$ cat src/rtl/mem_dcache_if_pkg.sv
// ---------------------------------------------------------------------------
// mem_dcache_if_pkg
// Shared definitions for the pipeline-to-data-cache bridge:
//   - access size encodings (byte / half / word; 2'b11 is illegal)
//   - FSM state encoding
//   - helpers for alignment checking and store lane formatting
// ---------------------------------------------------------------------------
package mem_dcache_if_pkg;

    localparam logic [1:0] SIZE_BYTE = 2'b00;
    localparam logic [1:0] SIZE_HALF = 2'b01;
    localparam logic [1:0] SIZE_WORD = 2'b10;

    typedef enum logic [1:0] {
        ST_IDLE = 2'b00,
        ST_REQ  = 2'b01,
        ST_WAIT = 2'b10,
        ST_DONE = 2'b11
    } state_t;

    // A request is legal only for a defined size whose natural alignment
    // is met by the low address bits.
    function automatic logic is_aligned(input logic [1:0] size, input logic [1:0] off);
        logic ok;
        case (size)
            SIZE_BYTE: ok = 1'b1;
            SIZE_HALF: ok = ~off[0];
            SIZE_WORD: ok = (off == 2'b00);
            default:   ok = 1'b0;
        endcase
        return ok;
    endfunction

    // Byte-enable pattern for a store of the given size at byte offset off.
    function automatic logic [3:0] store_strobe(input logic [1:0] size, input logic [1:0] off);
        logic [3:0] strb;
        case (size)
            SIZE_BYTE: strb = 4'b0001 << off;
            SIZE_HALF: strb = 4'b0011 << off;
            default:   strb = 4'b1111;
        endcase
        return strb;
    endfunction

    // Replicate narrow store data across all lanes so the strobe alone
    // selects which bytes the cache writes.
    function automatic logic [31:0] store_data(input logic [1:0] size, input logic [31:0] wdata);
        logic [31:0] d;
        case (size)
            SIZE_BYTE: d = {4{wdata[7:0]}};
            SIZE_HALF: d = {2{wdata[15:0]}};
            default:   d = wdata;
        endcase
        return d;
    endfunction

endpackage

$ cat src/rtl/mem_dcache_if_load_align.sv
// ---------------------------------------------------------------------------
// load_align
// Combinational load formatter: shifts the cache word down by the byte
// offset and then sign- or zero-extends byte and half accesses.
// Ports:
//   i_rdata  [31:0] raw word from the data cache
//   i_off    [1:0]  byte offset of the access within the word
//   i_size   [1:0]  access size (byte / half / word)
//   i_sext          1 = sign-extend narrow loads, 0 = zero-extend
//   o_result [31:0] formatted load value
// ---------------------------------------------------------------------------
module load_align
    import mem_dcache_if_pkg::*;
(
    input  logic [31:0] i_rdata,
    input  logic [1:0]  i_off,
    input  logic [1:0]  i_size,
    input  logic        i_sext,
    output logic [31:0] o_result
);

    logic [31:0] w_shifted;
    logic [3:0]  w_lane_sel;

    // Each output byte lane picks source lane (gi + off); lanes beyond the
    // top of the word read as zero, matching a logical right shift.
    genvar gi;
    generate
        for (gi = 0; gi < 4; gi++) begin : g_lane
            logic [2:0] w_src;
            assign w_src           = 3'(gi) + {1'b0, i_off};
            assign w_lane_sel[gi]  = (w_src < 3'd4);
            assign w_shifted[8*gi +: 8] = w_lane_sel[gi] ? i_rdata[8*w_src[1:0] +: 8] : 8'h00;
        end
    endgenerate

    always_comb begin
        o_result = w_shifted;
        case (i_size)
            SIZE_BYTE: o_result = {{24{i_sext & w_shifted[7]}},  w_shifted[7:0]};
            SIZE_HALF: o_result = {{16{i_sext & w_shifted[15]}}, w_shifted[15:0]};
            default:   o_result = w_shifted;
        endcase
    end

endmodule

$ cat src/rtl/mem_dcache_if.sv
// ---------------------------------------------------------------------------
// mem_dcache_if
// Bridge between the pipeline memory stage and a valid/addr_ok/ready style
// data cache. One access is in flight at a time; the pipeline is stalled
// from acceptance until the access completes.
// Ports (pipeline side):
//   mem_req_valid/we/size/sext/addr/wdata  request from the memory stage
//   mem_flush                              cancel the in-flight access
//   mem_stall                              hold the pipeline
//   mem_resp_valid / mem_resp_rdata        completion pulse and load data
//   mem_ale                                misaligned/illegal request
// Ports (cache side):
//   DCache_valid/op/addr/wstrb/wdata       request to the cache
//   DCache_addr_ok                         cache accepted the request
//   DCache_ready / DCache_rdata            data returned / write done
// clk rising edge; rst asynchronous, active low.
// ---------------------------------------------------------------------------
module mem_dcache_if
    import mem_dcache_if_pkg::*;
(
    input  logic        clk,
    input  logic        rst,

    input  logic        mem_req_valid,
    input  logic        mem_req_we,
    input  logic [1:0]  mem_req_size,
    input  logic        mem_req_sext,
    input  logic [31:0] mem_req_addr,
    input  logic [31:0] mem_req_wdata,
    input  logic        mem_flush,

    output logic        mem_stall,
    output logic        mem_resp_valid,
    output logic [31:0] mem_resp_rdata,
    output logic        mem_ale,

    output logic        DCache_valid,
    output logic        DCache_op,
    output logic [31:0] DCache_addr,
    output logic [3:0]  DCache_wstrb,
    output logic [31:0] DCache_wdata,
    input  logic        DCache_addr_ok,
    input  logic        DCache_ready,
    input  logic [31:0] DCache_rdata
);

    state_t      r_state;
    state_t      w_state_next;

    logic        r_op;
    logic [1:0]  r_size;
    logic        r_sext;
    logic [31:0] r_addr;
    logic [3:0]  r_wstrb;
    logic [31:0] r_wdata;
    logic        r_cancel;
    logic [31:0] r_rdata;

    logic        w_aligned;
    logic        w_accept;
    logic        w_capture;
    logic [31:0] w_load_result;

    assign w_aligned = is_aligned(mem_req_size, mem_req_addr[1:0]);
    // Acceptance only in IDLE; a flush in the same cycle wins over the request.
    assign w_accept  = (r_state == ST_IDLE) && mem_req_valid && !mem_flush && w_aligned;

    load_align u_load_align (
        .i_rdata  (DCache_rdata),
        .i_off    (r_addr[1:0]),
        .i_size   (r_size),
        .i_sext   (r_sext),
        .o_result (w_load_result)
    );

    // -----------------------------------------------------------------------
    // State register and request/response capture
    // -----------------------------------------------------------------------
    always_ff @(posedge clk or negedge rst) begin
        if (!rst) begin
            r_state  <= ST_IDLE;
            r_op     <= 1'b0;
            r_size   <= 2'b00;
            r_sext   <= 1'b0;
            r_addr   <= 32'h0;
            r_wstrb  <= 4'h0;
            r_wdata  <= 32'h0;
            r_cancel <= 1'b0;
            r_rdata  <= 32'h0;
        end else begin
            r_state <= w_state_next;

            if (w_accept) begin
                r_op    <= mem_req_we;
                r_size  <= mem_req_size;
                r_sext  <= mem_req_sext;
                r_addr  <= mem_req_addr;
                r_wstrb <= store_strobe(mem_req_size, mem_req_addr[1:0]);
                r_wdata <= store_data(mem_req_size, mem_req_wdata);
            end

            // Stores report zero so the pipeline never sees stale load data.
            if (w_capture) begin
                r_rdata <= r_op ? 32'h0 : w_load_result;
            end

            // DONE always leads to IDLE, so clearing here clears on IDLE entry.
            if (r_state == ST_DONE) begin
                r_cancel <= 1'b0;
            end else if (((r_state == ST_REQ) || (r_state == ST_WAIT)) && mem_flush) begin
                r_cancel <= 1'b1;
            end
        end
    end

    // -----------------------------------------------------------------------
    // Next-state and output decode
    // -----------------------------------------------------------------------
    always_comb begin
        w_state_next   = r_state;
        w_capture      = 1'b0;
        DCache_valid   = 1'b0;
        mem_stall      = 1'b0;
        mem_ale        = 1'b0;
        mem_resp_valid = 1'b0;

        case (r_state)
            ST_IDLE: begin
                mem_stall = w_accept;
                mem_ale   = mem_req_valid && !mem_flush && !w_aligned;
                if (w_accept) begin
                    w_state_next = ST_REQ;
                end
            end
            ST_REQ: begin
                DCache_valid = 1'b1;
                mem_stall    = 1'b1;
                // A flush does not withdraw the request: the cache may already
                // be committed, so the handshake runs to completion.
                if (DCache_addr_ok) begin
                    if (DCache_ready) begin
                        w_state_next = ST_DONE;
                        w_capture    = 1'b1;
                    end else begin
                        w_state_next = ST_WAIT;
                    end
                end
            end
            ST_WAIT: begin
                mem_stall = 1'b1;
                if (DCache_ready) begin
                    w_state_next = ST_DONE;
                    w_capture    = 1'b1;
                end
            end
            ST_DONE: begin
                mem_resp_valid = !r_cancel && !mem_flush;
                w_state_next   = ST_IDLE;
            end
            default: begin
                w_state_next = ST_IDLE;
            end
        endcase
    end

    assign mem_resp_rdata = mem_resp_valid ? r_rdata : 32'h0;
    assign DCache_op      = r_op;
    assign DCache_addr    = r_addr;
    assign DCache_wstrb   = r_wstrb;
    assign DCache_wdata   = r_wdata;

endmodule

$ cat config.mk
export PLATFORM = sky130hd
export DESIGN_NAME = mem_dcache_if
export DESIGN_NICKNAME = d
export VERILOG_FILES = /design/src/rtl/mem_dcache_if_pkg.sv /design/src/rtl/mem_dcache_if_load_align.sv /design/src/rtl/mem_dcache_if.sv
export SDC_FILE = /design/constraint.sdc
export NUM_CORES = 1
export LEC_CHECK = 0
export ABC_CLOCK_PERIOD_IN_PS = 3100
export BUFFER_PORTS_ARGS = -buffer_cell sky130_fd_sc_hd__buf_2
export CAP_MARGIN = 15
export CORE_AREA = 2 2 114 116
export DETAILED_ROUTE_END_ITERATION = 6
export DIE_AREA = 0 0 116 118
export GPL_ROUTABILITY_DRIVEN = 0
export HOLD_SLACK_MARGIN = 0.08
export PLACE_DENSITY_LB_ADDON = 0.25
export SLEW_MARGIN = 20
export SYNTH_ARGS = -nofsm -noshare
export SYNTH_HDL_FRONTEND = slang
export SYNTH_SLANG_ARGS = --single-unit
export TNS_END_PERCENT = 10
$ cat constraint.sdc
create_clock -name clk -period 3.1 [get_ports clk]
set_input_delay 0.62 -clock clk [delete_from_list [all_inputs] [get_ports clk]]
set_output_delay 0.62 -clock clk [all_outputs]
set_load 0.05 [all_outputs]
After elaboration in Yosys (flattened, before gate mapping):

Cells that the tools add are included.

* register bits after elaboration: 107
* bits of input ports: 106
* output and inout port bits: 105
* word-level logic and storage cells: 76

* add/subtract/negate cells: 3
* magnitude comparators: 4
* equal/unequal tests: 9
* shift operators: 6
* muxes and demuxes: 24
* bitwise gates (word level): 3
* reductions and logical operators: 18

Operators by type and width (number)
* $pmux 32 s2: 2
* $shiftx 32x6->8: 4
* $mux 32: 2
* $mux 8: 4
* $lt 3x3->1 const B: 3
* $logic_not 2->1: 4
* $mux 1: 8
* $pmux 2 s4: 1
* $pmux 4 s2: 1
* $logic_and 1x1->1: 7
* $add 2x2->3 const A: 2
* $eq 2x1->1 const B: 3
* $eq 2x2->1 const B: 3
* $mux 2: 3
* $ne 2x2->1 const B: 3
* $pmux 1 s2: 2
* $shl 1x2->4 const A: 1
* $shl 2x2->4 const A: 1
* $add 1x2->3 const A: 1
* $logic_not 1->1: 3
* $lt 2x3->1 const B: 1
* $pmux 1 s3: 1
* $reduce_and 3->1: 1
* $and 1x1->1: 2
* 4 further kinds: 4

Logic depth before layout (Yosys ltp):

* word-level depth: 6
* depth in mapped cells: 10
* depth with buffers taken out: 6

Hierarchy:

From an unflattened synthesis, not the netlist that was laid out.

* cells, all modules: 551
* area, all modules: 5670.4 µm²

By module, submodules not included
* mem_dcache_if: times used 1, cells an instance 444, area each 4839.6 µm², sequential area each 2677.6 µm²
* load_align: times used 1, cells an instance 107, area each 830.8 µm², sequential area each 0.0 µm²

Worst setup path before layout:

OpenSTA, ideal clock, no wires.

* path type: input port to output port
* from: input port mem_req_addr[1]
* to: output port mem_stall
* arrival time: 2.327 ns
* required time: 2.480 ns
* path slack: 0.153 ns
* stages: 7
* buffers on the path: 4
* path through: buf_2 nor3_1 o21bai_1 buf_2 buf_4 buf_2 a21oi_1

* word-level cells in the longest chain between the ends: 4

RTL lines
* start, declared: line mem_dcache_if.sv:28 `input logic [31:0] mem_req_addr,`
* $logic_not 2->1: line mem_dcache_if_pkg.sv:28 `SIZE_WORD: ok = (off == 2'b00);`
* $pmux 1 s3: line mem_dcache_if_pkg.sv:25 `case (size)`
* $logic_and 1x1->1: line mem_dcache_if.sv:66 `assign w_accept = (r_state == ST_IDLE) && mem_req_valid && !mem_flush && w_aligned;`
* $pmux 1 s2: line mem_dcache_if.sv:127 `case (r_state)`
* end, declared: line mem_dcache_if.sv:32 `output logic mem_stall,`

Every way passes these cells.

Worst setup path in the final report:

* from: register r_state[0]
* to: output port mem_stall

* word-level cells in the longest chain between the ends: 5
* elaborated cells on any way between the ends: 8
* those cells by class: eq/ne: 2; mux: 1; reduce/logical: 5

RTL lines
* start, declared: line mem_dcache_if.sv:47 `state_t r_state;`
* start signal, assigned: line mem_dcache_if.sv:91 `r_state <= w_state_next;`
* $logic_not 2->1: line mem_dcache_if.sv:66, mem_dcache_if.sv:127
* $logic_and 1x1->1 (3 in series): line mem_dcache_if.sv:66
* $pmux 1 s2 (*): line mem_dcache_if.sv:127

Every way passes the cells marked *; elsewhere a longest branch is shown, timed or not.

==> impl_metrics.yaml <==
power:
  power_uw: 7640
  p_leak_uw: 0.00352
  p_int_uw: 3930
  combPwrFrac: 0.539
  irDropWorstVdd_uv: 644
  seqPwrFrac: 0.306
  power_frac_clock: 0.155
  p_switching_uw: 3720
  switching_share: 0.486
  power_density_nw_per_um2: 1100
cts:
  cts_buffers: 9
  insertion_delay_ns: 0.34
  cts_root_buf: "clkbuf_16"
  cts_setup_buffers: 0
  clkSlewWorstSetupHoldPaths_ns: 0.07
  cts.sinks: 107
  clock_path_buffers: 2
  post_cts_resize_count: 0
  holdBufCountCts: 0
  cts_tree: "done"
  htreeDepth: 3
detailed_routing:
  dr_total_vias: 4448
  drt-pass1-iter-count: 4
  avgViaCountPerCell: 5.33
  wl_per_cell_um: 16.7
  wl_um: 14000
  drt_iter0_markers: 231
  drtAntennaViolNets: 0
  drc: 0
worst_setup_path:
  r2r_slack_ns: 0.79
  critPathCaptureType: "primary output"
  crit_start: "r_state[0]"
  r2r_end: "r_rdata[27]"
  start_kind: "register"
  path_class: "register to primary output"
  worstPathMaxFanout: 7
  critPathArrivalTime_ns: 2.04
  reg2reg_from: "DCache_addr[1]"
  rr_worst_depth: 7
  worstPathRequired_ns: 2.48
global_route:
  grt_pass1_wl_um: 22400
  grt_pass1_vias: 4555
  grt_overflow_total: 0
  antenna_found_initial: 1
  grt.total_usage: 0.209
  grt_max_degree: 78
placed_design:
  placed_cells: 819
  port_buffers: 210
  hpwlAfterDp_um: 10300
floorplan:
  core_area_um2: 12400
  initial_core_util: 0.440
  die_h_um: 118
  die_area_um2: 13700
  row_count: 41
  die_x_um: 116
  io_pins: 211
yosys:
  syn-cell-area_um2: 5460
  syn_nets: 574
  yosys.area.top_type: "dfrtp_1"
  yosys-top-cells-area: "dfrtp_1 (49%), mux2_2 (8.9%), mux2i_1 (7.3%)"
  synth_warnings: 0
  ys.flop_type: "dfrtp_1"
  yosysUniqueCellTypes: 43
  synth_edf_count: 0
  synth_top_area_frac: 0.490
  syn_avg_cell_area_um2: 11.9
  async_flop_share: 1.00
  ys_ff_latch: 107
  ys_seq_area_frac: 0.490
  syn_inst: 461
cells_and_area:
  final_cell_count_no_fill: 835
  nets: 771
  drive_above_1_share: 0.460
  layout_commonest_cell: "buf_2"
  utilization: 0.562
  fill_cells: 1095
  layout_common_cells: "buf_2 (209), dfrtp_1 (106), nand2_1 (51), mux2_2 (43), mux2i_1 (40)"
  area_delta_synth_final_pct: 27.8
  diodes: 0
sta:
  fin_crit_sh: 0.857
  relSlewSlack: 0.412
  hold_violations: 0
  rsz0062_at_grt: "no"
  skew_ns: 0.00469
  min_period_ns: 2.66
  setup_viol: 0
  fmax_mhz: 376
  slew_viol_final: 0
  setup_tns_ns: 0
  tightest_slew_ns: 0.882
run_status:
  status: "finished clean"
run:
  drv_cap: 0
worst_hold_path:
  hold_path.class: "input pin to async pin"
[logic make-up (layout without fill, tap and decap cells)]
kind of cell             Yosys count  after routing  synth area share
adder cells (fa/ha/maj)            7              7            0.0160
multiplexers                     100            100             0.233
XOR/XNOR                           1              1           0.00160
buffers and inverters             42            244            0.0380
flip-flops                       107            107             0.490
AO/OA/AOI/OAI                     86             86             0.114
AND/OR/NAND/NOR                  118            118             0.108
[worst max-delay path, cell delays in order, from the launching register on]
cell	delay, ns
dfrtp_1	0.41
inv_1	0.15
ha_1	0.22
nand3b_1	0.21
o21bai_4	0.26
a21oi_1	0.16
buf_2	0.29
[worst max path at each step]
| stage | endpoint | slack [ns] | cells past startpoint |
|---|---|---|---|
| final | mem_stall | 0.44 | 6 |
| after global routing | mem_stall | 0.25 | 6 |
| after CTS | mem_stall | 0.42 | 6 |
| after detailed placement | mem_stall | 0.76 | 5 |
| after global placement | mem_stall | 0.80 | 5 |
| after floorplan | mem_stall | 0.15 | 7 |
[layer usage]
layer	wire (µm)	global-route usage	share of wire
met1	5400	0.253	0.39
met2	7100	0.350	0.51
met3	1160	0.0556	0.083
met4	294	0.0848	0.021
met5	0	0	0
[layout make-up]
type | count | area [µm²] | share of cell area
sequential | 107 | 2680 | 0.384
multi-input combinational | 312 | 2590 | 0.372
inverter | 8 | 30.0 | 0.00430
timing repair buffer | 220 | 1150 | 0.165
clock buffer | 9 | 225 | 0.0323
clock inverter | 7 | 82.6 | 0.0118
tap | 172 | 215 | 0.0308
[synthesized netlist by cell type, drive strengths merged, types with 2 or more instances]
| library cell | instances |
|---|---|
| a211o | 2 |
| a211oi | 2 |
| a21oi | 16 |
| a221o | 17 |
| a22o | 2 |
| a32o | 7 |
| and2 | 33 |
| buf | 19 |
| clkbuf | 15 |
| dfrtp | 107 |
| ha | 7 |
| inv | 7 |
| mux2 | 43 |
| mux2i | 40 |
| mux4 | 17 |
| nand2 | 51 |
| nand2b | 2 |
| nand3b | 2 |
| nor2 | 15 |
| nor3 | 6 |
| nor3b | 2 |
| nor4 | 2 |
| o21ai | 28 |
| o311ai | 8 |
[power by group through the flow]
stage                     registers (µW)  logic, µW  clock network, µW
after floorplan                     3790       1720                  0
after global placement              2330       4070                  0
after detailed placement            2360       4160                  0
after CTS                           2340       4160               1220
after global routing                2410       4390               1280
final                               2340       4120               1190
[state kept, by name, summed over array words and instances (netlist names)]
register	cells
DCache_wstrb	4
DCache_op	1
r_size	2
DCache_wdata	32
r_sext	1
r_cancel	1
r_rdata	32
DCache_addr	32
r_state	2
[through the flow]
stage,setup slack (ns),hold slack (ns),instance area [µm²]
final,0.442,0.388,6980
after detailed placement,0.760,0.466,6670
after global routing,0.252,0.446,6980
after floorplan,0.153,0.324,5460
after CTS,0.419,0.419,6980
after global placement,0.798,0.458,6670
Power figures use the tool's default switching activity.
